`src/rtl/multi_in_multi_out_fifo_lib.sv`:
```
// Purpose: N-in/M-out FIFO; valid write lanes compacted in lane order, read lanes show the oldest OUT_NUM entries.
// Latency: pushed data visible on out_* the cycle after the push; out_* is combinational from registers.
// Backpressure: in_rdy = (free_cnt >= IN_NUM), from current occupancy only; define OVERWRITE_EN to drop oldest instead.
//
// Ports:
//   clk, rst           clock (rising edge), synchronous active-high reset
//   flush              synchronous clear of all entries (rst > flush > push/pop)
//   in_vld / in_data   per-lane write request, lane i at [i*DATA_SIZE +: DATA_SIZE]
//   in_rdy             all IN_NUM lanes can be accepted this cycle
//   out_vld / out_data lane j holds the j-th oldest entry
//   pick_rdy           per-lane consume; only the contiguous run from lane 0 pops
//   fifo_full/empty    occupancy flags; free_cnt = ENT_NUM - cnt
//   ovf                (OVERWRITE_EN only) one-cycle pulse when oldest entries were dropped
module multi_in_multi_out_fifo_lib #(
    parameter int ENT_NUM   = 8,
    parameter int IN_NUM    = 2,
    parameter int OUT_NUM   = 2,
    parameter int DATA_SIZE = 32,
    parameter int PTR_WIDTH = $clog2(ENT_NUM),
    parameter int CNT_WIDTH = $clog2(ENT_NUM + 1)
) (
    input  logic                         clk,
    input  logic                         rst,
    input  logic                         flush,
    input  logic [IN_NUM-1:0]            in_vld,
    input  logic [IN_NUM*DATA_SIZE-1:0]  in_data,
    output logic                         in_rdy,
    output logic [OUT_NUM-1:0]           out_vld,
    output logic [OUT_NUM*DATA_SIZE-1:0] out_data,
    input  logic [OUT_NUM-1:0]           pick_rdy,
    output logic                         fifo_full,
    output logic                         fifo_empty,
    output logic [CNT_WIDTH-1:0]         free_cnt
`ifdef OVERWRITE_EN
    ,
    output logic                         ovf
`endif
);

    // One extra bit over the occupancy width holds any pointer+offset or count+push sum.
    localparam int SUM_W = CNT_WIDTH + 1;
    typedef logic [SUM_W-1:0] sum_t;

    logic [DATA_SIZE-1:0] mem [ENT_NUM];
    logic [PTR_WIDTH-1:0] wr_ptr;
    logic [PTR_WIDTH-1:0] rd_ptr;
    logic [CNT_WIDTH-1:0] cnt;

    logic [PTR_WIDTH-1:0] wr_idx [IN_NUM];
    sum_t                 push_num;
    sum_t                 pop_num;
    sum_t                 drop;
    sum_t                 rd_adv;
    sum_t                 cnt_nxt;
    logic                 run;

    // Offsets never exceed ENT_NUM, so one conditional subtract is a full modulo.
    function automatic logic [PTR_WIDTH-1:0] wrap(input sum_t v);
        sum_t r;
        r = (v >= sum_t'(ENT_NUM)) ? v - sum_t'(ENT_NUM) : v;
        return PTR_WIDTH'(r);
    endfunction

    always_comb begin
        free_cnt   = CNT_WIDTH'(ENT_NUM) - cnt;
        fifo_full  = (cnt == CNT_WIDTH'(ENT_NUM));
        fifo_empty = (cnt == '0);
`ifdef OVERWRITE_EN
        in_rdy     = 1'b1;
`else
        in_rdy     = (sum_t'(free_cnt) >= sum_t'(IN_NUM));
`endif
    end

    // Lane compaction: each valid lane takes the slot after all valid lanes below it.
    always_comb begin
        push_num = '0;
        for (int i = 0; i < IN_NUM; i++) begin
            wr_idx[i] = wrap(sum_t'(wr_ptr) + push_num);
            if (in_vld[i]) begin
                push_num = push_num + sum_t'(1);
            end
        end
        if (!in_rdy) begin
            push_num = '0;
        end
    end

    // Read side: lane j shows the j-th oldest entry; pops stop at the first lane not taken.
    always_comb begin
        pop_num = '0;
        run     = 1'b1;
        for (int j = 0; j < OUT_NUM; j++) begin
            out_vld[j] = (sum_t'(cnt) > sum_t'(j));
            out_data[j*DATA_SIZE +: DATA_SIZE] = mem[wrap(sum_t'(rd_ptr) + sum_t'(j))];
            if (run && out_vld[j] && pick_rdy[j]) begin
                pop_num = pop_num + sum_t'(1);
            end else begin
                run = 1'b0;
            end
        end
    end

    always_comb begin
`ifdef OVERWRITE_EN
        // Anything that does not fit in free space plus this cycle's pops evicts the oldest survivors.
        drop = (push_num > (sum_t'(free_cnt) + pop_num)) ?
               push_num - (sum_t'(free_cnt) + pop_num) : '0;
`else
        drop = '0;
`endif
        rd_adv  = pop_num + drop;
        cnt_nxt = sum_t'(cnt) + push_num - pop_num - drop;
    end

    always_ff @(posedge clk) begin
        if (rst || flush) begin
            wr_ptr <= '0;
            rd_ptr <= '0;
            cnt    <= '0;
        end else begin
            wr_ptr <= wrap(sum_t'(wr_ptr) + push_num);
            rd_ptr <= wrap(sum_t'(rd_ptr) + rd_adv);
            cnt    <= CNT_WIDTH'(cnt_nxt);
        end
    end

`ifdef OVERWRITE_EN
    always_ff @(posedge clk) begin
        if (rst || flush) begin
            ovf <= 1'b0;
        end else begin
            ovf <= (drop != '0);
        end
    end
`endif

    // Storage is not reset; out_data is only meaningful where out_vld is set.
    always_ff @(posedge clk) begin
        for (int i = 0; i < IN_NUM; i++) begin
            if (!rst && !flush && in_rdy && in_vld[i]) begin
                mem[wr_idx[i]] <= in_data[i*DATA_SIZE +: DATA_SIZE];
            end
        end
    end

endmodule

```
`config.mk`:
```
export PLATFORM = sky130hd
export DESIGN_NAME = multi_in_multi_out_fifo_lib
export DESIGN_NICKNAME = d
export VERILOG_FILES = /design/src/rtl/multi_in_multi_out_fifo_lib.sv
export SDC_FILE = /design/constraint.sdc
export NUM_CORES = 1
export LEC_CHECK = 0
export CORE_ASPECT_RATIO = 0.8
export CORE_MARGIN = 10
export CORE_UTILIZATION = 45
export DETAILED_ROUTE_END_ITERATION = 6
export PLACE_DENSITY = 0.69
export SETUP_SLACK_MARGIN = 0.05
export SYNTH_ARGS = -nofsm -noshare
export SYNTH_HDL_FRONTEND = slang
export SYNTH_SLANG_ARGS = --single-unit
```
`constraint.sdc`:
```
create_clock -name clk -period 3.35 [get_ports clk]
set_input_delay 0.335 -clock clk [delete_from_list [all_inputs] [get_ports clk]]
set_output_delay 0.335 -clock clk [all_outputs]
set_load 0.01 [all_outputs]
```
==> After elaboration in Yosys (flattened, before gate mapping) <==
Memories as Yosys holds them, arrays and structs flattened.
Index checks and enable logic that the tools add are counted.
{ "word_totals": {"ff_bits": 10, "ram_bits": 256, "input_bits": 71, "output_inout_bits": 73, "elab_cells": 56, "mem_count": 1} }
{ "mem_list": {"columns": ["memory", "words", "word_bits", "rd", "rd_ports_with_merged_regs", "write_ports", "line", "text"], "rows": [
  ["mem", 8, 32, 2, 0, 2, "44", "logic [DATA_SIZE-1:0] mem [ENT_NUM];"]
]} }
{ "classes": {"addsub": 15, "order_cmp": 9, "eq_ne": 1, "n_mux": 16, "reduce_logical": 11} }
{ "op_table": {"columns": ["op", "n"], "rows": [
  ["$mux 3", 6],
  ["$sub 3x1->3 const B", 6],
  ["$mux 5", 3],
  ["$add 3x5->5", 2],
  ["$add 5x1->5 const B", 2],
  ["$ge 5x4->1 const B", 2],
  ["$ge 3x4->1 const B", 2],
  ["$ge 4x4->1 const B", 2],
  ["$gt 4x1->1 const B", 2],
  ["$logic_and 1x1->1", 7],
  ["$mux 1", 7],
  ["$add 3x1->4", 1],
  ["$add 3x1->4 const B", 1],
  ["$add 4x4->4", 1],
  ["$eq 4x4->1 const B", 1],
  ["$ge 4x2->1 const B", 1],
  ["$logic_not 4->1", 1],
  ["$sub 4x4->4", 1],
  ["$sub 4x4->4 const A", 1],
  ["$logic_not 1->1", 2],
  ["$logic_or 1x1->1", 1]
]} }

==> Depth between registers and ports, before layout <==
{ "logic_depth": {"ltp_word": 9, "mapped_depth": 14, "ltp_nobuf": 14} }

==> Worst setup path after synthesis <==
OpenSTA, ideal clock, no wires.
{ "synth_path": {"kind": "flip-flop to flip-flop", "from": "register wr_ptr[0]", "to": "memory mem[6][0] (enable)", "setup_time_ns": 0.432, "arrival_ns": 3.120, "t_required_ns": 2.918, "setup_slack_ns": -0.202, "path_stages_with_launch": 5, "n_path_buf": 0, "period_less_slack_ns": 3.552, "cell_sequence": "dfxtp_1 > ha_1 > nor4b_4 > nand3_1 > a21oi_1"} }
{ "synth_rtl": {"columns": ["item", "line", "text"], "rows": [
  ["start: declaration", "45", "logic [PTR_WIDTH-1:0] wr_ptr;"],
  ["start signal: assignment", "122", "wr_ptr <= wrap(sum_t'(wr_ptr) + push_num);"],
  ["end: declaration", "44", null]
]} }

==> Worst setup path in the final report <==
{ "layout_path": {"from": "register rd_ptr[0]", "to": "output out_data[40]"} }
{ "layout_between": {"elab_chain_cells": 4, "word_cells_on_any_way": 5, "cone_classes": "2 x add/sub; 1 x order compare; 1 x mux; 1 x memory"} }
{ "layout_lines": {"columns": ["item", "line", "text"], "rows": [
  ["start: declaration", "46", "logic [PTR_WIDTH-1:0] rd_ptr;"],
  ["start signal: assignment", "123", "rd_ptr <= wrap(sum_t'(rd_ptr) + rd_adv);"],
  ["$add 3x1->4 (*)", "95", "out_data[j*DATA_SIZE +: DATA_SIZE] = mem[wrap(sum_t'(rd_ptr) + sum_t'(j))];"],
  ["$ge 4x4->1 or $sub 3x1->3 (tied branches)", "60", "r = (v >= sum_t'(ENT_NUM)) ? v - sum_t'(ENT_NUM) : v;"],
  ["$mux 3 (*)", "60", null],
  ["$mem_v2 8x32 (*)", null, null],
  ["end: declaration", "29", "output logic [OUT_NUM*DATA_SIZE-1:0] out_data,"]
]} }
Every way passes the cells marked *; elsewhere a longest branch is shown, timed or not.

==> out/metrics.cfg <==
[outcome]
status=completed

[setup_path]
crit_fanout=20
critical_path.endpoint_type=output pin
arrival_time_of_the_worst_setup_path_ns=2.87
crit_required_ns=3.01
worst_path_largest_cell_delay_ns=0.52
critical-path-slowest-cell=mux4_2
worst-setup-path-type=reg -> out
rrSetupSlack_ns=0.41
worst-path-buf-inv=2
timing.critical_path.cells=ha_4 > buf_12 > mux4_2 > mux2_2 > clkdlybuf4s50_1
timing.critical_path.from_type=register
cp_top_family=multiplexers

[global_route]
number_of_antenna_violations_at_the_first_check_in_global_routing=4
grt_first_pass_wirelength_um=62100
globalRouteTotalUtil_pct=18.5
grt_pass1_vias=9851
grt_remaining_overflow=0
grt_start_max_net_pins=66

[cells_and_area]
multiInputGateArea_um2=7900
layout.cells.most_common=edfxtp_1
fin_nets=1130
register_area_um2=7900
final_cell_mix=256 x edfxtp_1, 156 x mux2_2, 143 x clkdlybuf4s50_1, 128 x mux4_2, 120 x mux2_4
fin_util_pct=55.4
final.fill_count=2804
final_cell_count_no_fill=1532
area.growth.synth_to_final_pct=20.5
antenna_cells_inserted=0
drive_above_1_share_pct=48.4

[die]
fp.dieArea_um2=43900
core-area_um2=35100
fp-row-count=61
io_pins=144
die_width_um=232
chipHeight_um=189
initial_utilization_pct=46.0

[timing]
clock_skews_ns=0.0111
rsz0062_at_grt=false
hold-worst-slack_ns=0.633
post-route-period-util_pct=95.8
timing.final.setup_violations=0
period_needed_ns=3.21
worstMarginPinSlew_ns=0.649
min_setup_slack_post_route_ns=0.140
finalMaxSlewViolations=0
fin_tns_setup_ns=0
timing.fmax_mhz=312
relSlewSlack_pct=56.7
finalHoldViolations=0

[drt]
drcViolationCount=0
detail_route.wl_per_cell_um=26.8
wl_um=41100
drtAntennaViolNets=0
detailroute.via_count=9049
drt-pass1-iter-count=5
detail_route.iter0.violations=731
routed_via_density=5.91

[logic_synthesis]
synthCells=888
synthSimpleGateAreaFrac_pct=2.46
synthAdderAreaFrac_pct=1.89
syn_avg_cell_area_um2=18.2
synthesis.nets=981
synthXorXnorAreaFrac_pct=0.434
compound_cell_area_share_of_the_yosys_netlist_pct=0.434
yosys-mux-area-fraction_pct=43.0
synth-seq-area-share_pct=48.9
yosys_warnings=0
ys_ff_latch=266
synth.cell_area_um2=16100
synth_top_family_by_area=multiplexers
synth_cell_types=40

[clocking]
clock_insertion_delay_worst_skew_ns=0.56
ctsLongestPathBuffers=3
cts_buffers=29
cts_num_sinks=266
cts-root-buf=clkbuf_16
cts_h_tree_depth=1
clk_pin_slew_worst_paths_ns=0.06
tritoncts_clock_tree=done
holdBufCountCts=0

[hold_path]
worstHoldPathType=in -> reg

[pwr]
p_leak_nw=6.68
irDropWorstVdd_mv=0.383
power.density_nw_per_um2=592

[place]
pre_cts_slack_ns=0.355
gp_routability_congestion=0.763
detailed_place_hpwl_um=24700
numPlacedInstances=1476
port_buffer_count=143

[job]
timing.max_cap.violations=0

-- sequential cells by signal, summed over array words and instances, names as in the netlist --
register / count
cnt: 4
mem: 256
rd_ptr: 3
wr_ptr: 3
-- per-stage QoR --
stage          cell area, um^2  power (mW)
4_1_cts                  19400        11.7
3_3_place_gp             18400        8.13
6_report                 19400        11.5
2_1_floorplan            16200        6.59
3_5_place_dp             18400        8.17
5_1_grt                  19400        12.0
-- kinds of logic (layout without fill, tap and decap cells) --
logic type	after synthesis	count (layout)
flops	266	266
buf+inv	77	249
mux	448	448
simple gates	55	55
compound gates	12	12
xor+xnor	8	8
fa+ha+maj	22	22
-- power breakdown --
group / internal (mW) / switching (mW) / total (mW)
registers: 3.88 / 0.111 / 3.99
clock network: 2.04 / 1.35 / 3.39
logic: 2.24 / 1.90 / 4.14
total: 8.16 / 3.36 / 11.5
-- worst register-to-register path: cells and delay by family, from the launching register on --
| family | cells | cell delay [ns] |
|---|---|---|
| adder cells (fa/ha/maj) | 4 | 1.30 |
| XOR/XNOR | 1 | 0.14 |
| AO/OA/AOI/OAI | 2 | 0.32 |
| AND/OR/NAND/NOR | 4 | 0.51 |
| buffers and inverters | 2 | 0.22 |
| flip-flops | 1 | 0.34 |
-- timing repair --
| item | 4_1_cts | 5_1_grt |
|---|---|---|
| setup buffers | 1 | 0 |
| endpoints found under the hold margin | 0 | 0 |
| setup endpoints to repair | 57 | 0 |
| gates resized for setup | 1 | 0 |
-- Yosys cell counts, drive strengths merged --
master / instances / share of area (%)
o31ai: 1 / 0.047
and3: 2 / 0.078
nand3: 11 / 0.65
nor2: 16 / 0.64
fa: 4 / 0.50
nor3: 1 / 0.031
mux2: 320 / 25
inv: 13 / 0.30
mux4: 128 / 18
buf: 44 / 2.1
dfxtp: 10 / 1.2
and4bb: 1 / 0.078
and2: 8 / 0.31
nor2b: 1 / 0.039
nand4b: 1 / 0.054
xnor2: 4 / 0.22
a21oi: 8 / 0.25
nand2b: 1 / 0.039
nand2: 7 / 0.16
edfxtp: 256 / 48
clkbuf: 19 / 0.44
or2: 1 / 0.039
a21o: 1 / 0.047
nor4b: 1 / 0.15
and4: 1 / 0.070
nand4: 2 / 0.078
xor2: 4 / 0.22
a22oi: 2 / 0.093
or4: 1 / 0.047
ha: 18 / 1.4
clkinv: 1 / 0.054
-- path summary, 6_finish.rpt --
| check | startpoint | to | cells after the start |
|---|---|---|---|
| setup / recovery | rd_ptr[0]$_SDFF_PP0_ | out_data[40] | 5 |
| hold / removal | in_data[1] | mem[6][1]$_DFFE_PP_ | 2 |
| setup reg to reg | cnt[1]$_SDFF_PP0_ | cnt[3]$_SDFF_PP0_ | 13 |
| hold reg to reg | wr_ptr[2]$_SDFF_PP0_ | wr_ptr[2]$_SDFF_PP0_ | 2 |
-- per-layer routing --
metal	vias to the layer above	part of all wire (%)	global-route usage (%)
met5	-	0.11	0
met4	6	1.4	3.06
met3	46	5.9	3.77
met2	251	48	30.7
met1	4779	44	24.9
li1	3967	-	-
-- area by class of cell --
type | instances | area share [%]
multi-input cells | 545 | 40.6
flip-flops and latches | 266 | 40.6
repair buffers | 181 | 10.3
clock buffers | 32 | 3.79
well taps | 472 | 3.04
clock inverters | 22 | 1.34
inverters | 14 | 0.296
(Power assumes the default switching activity.)
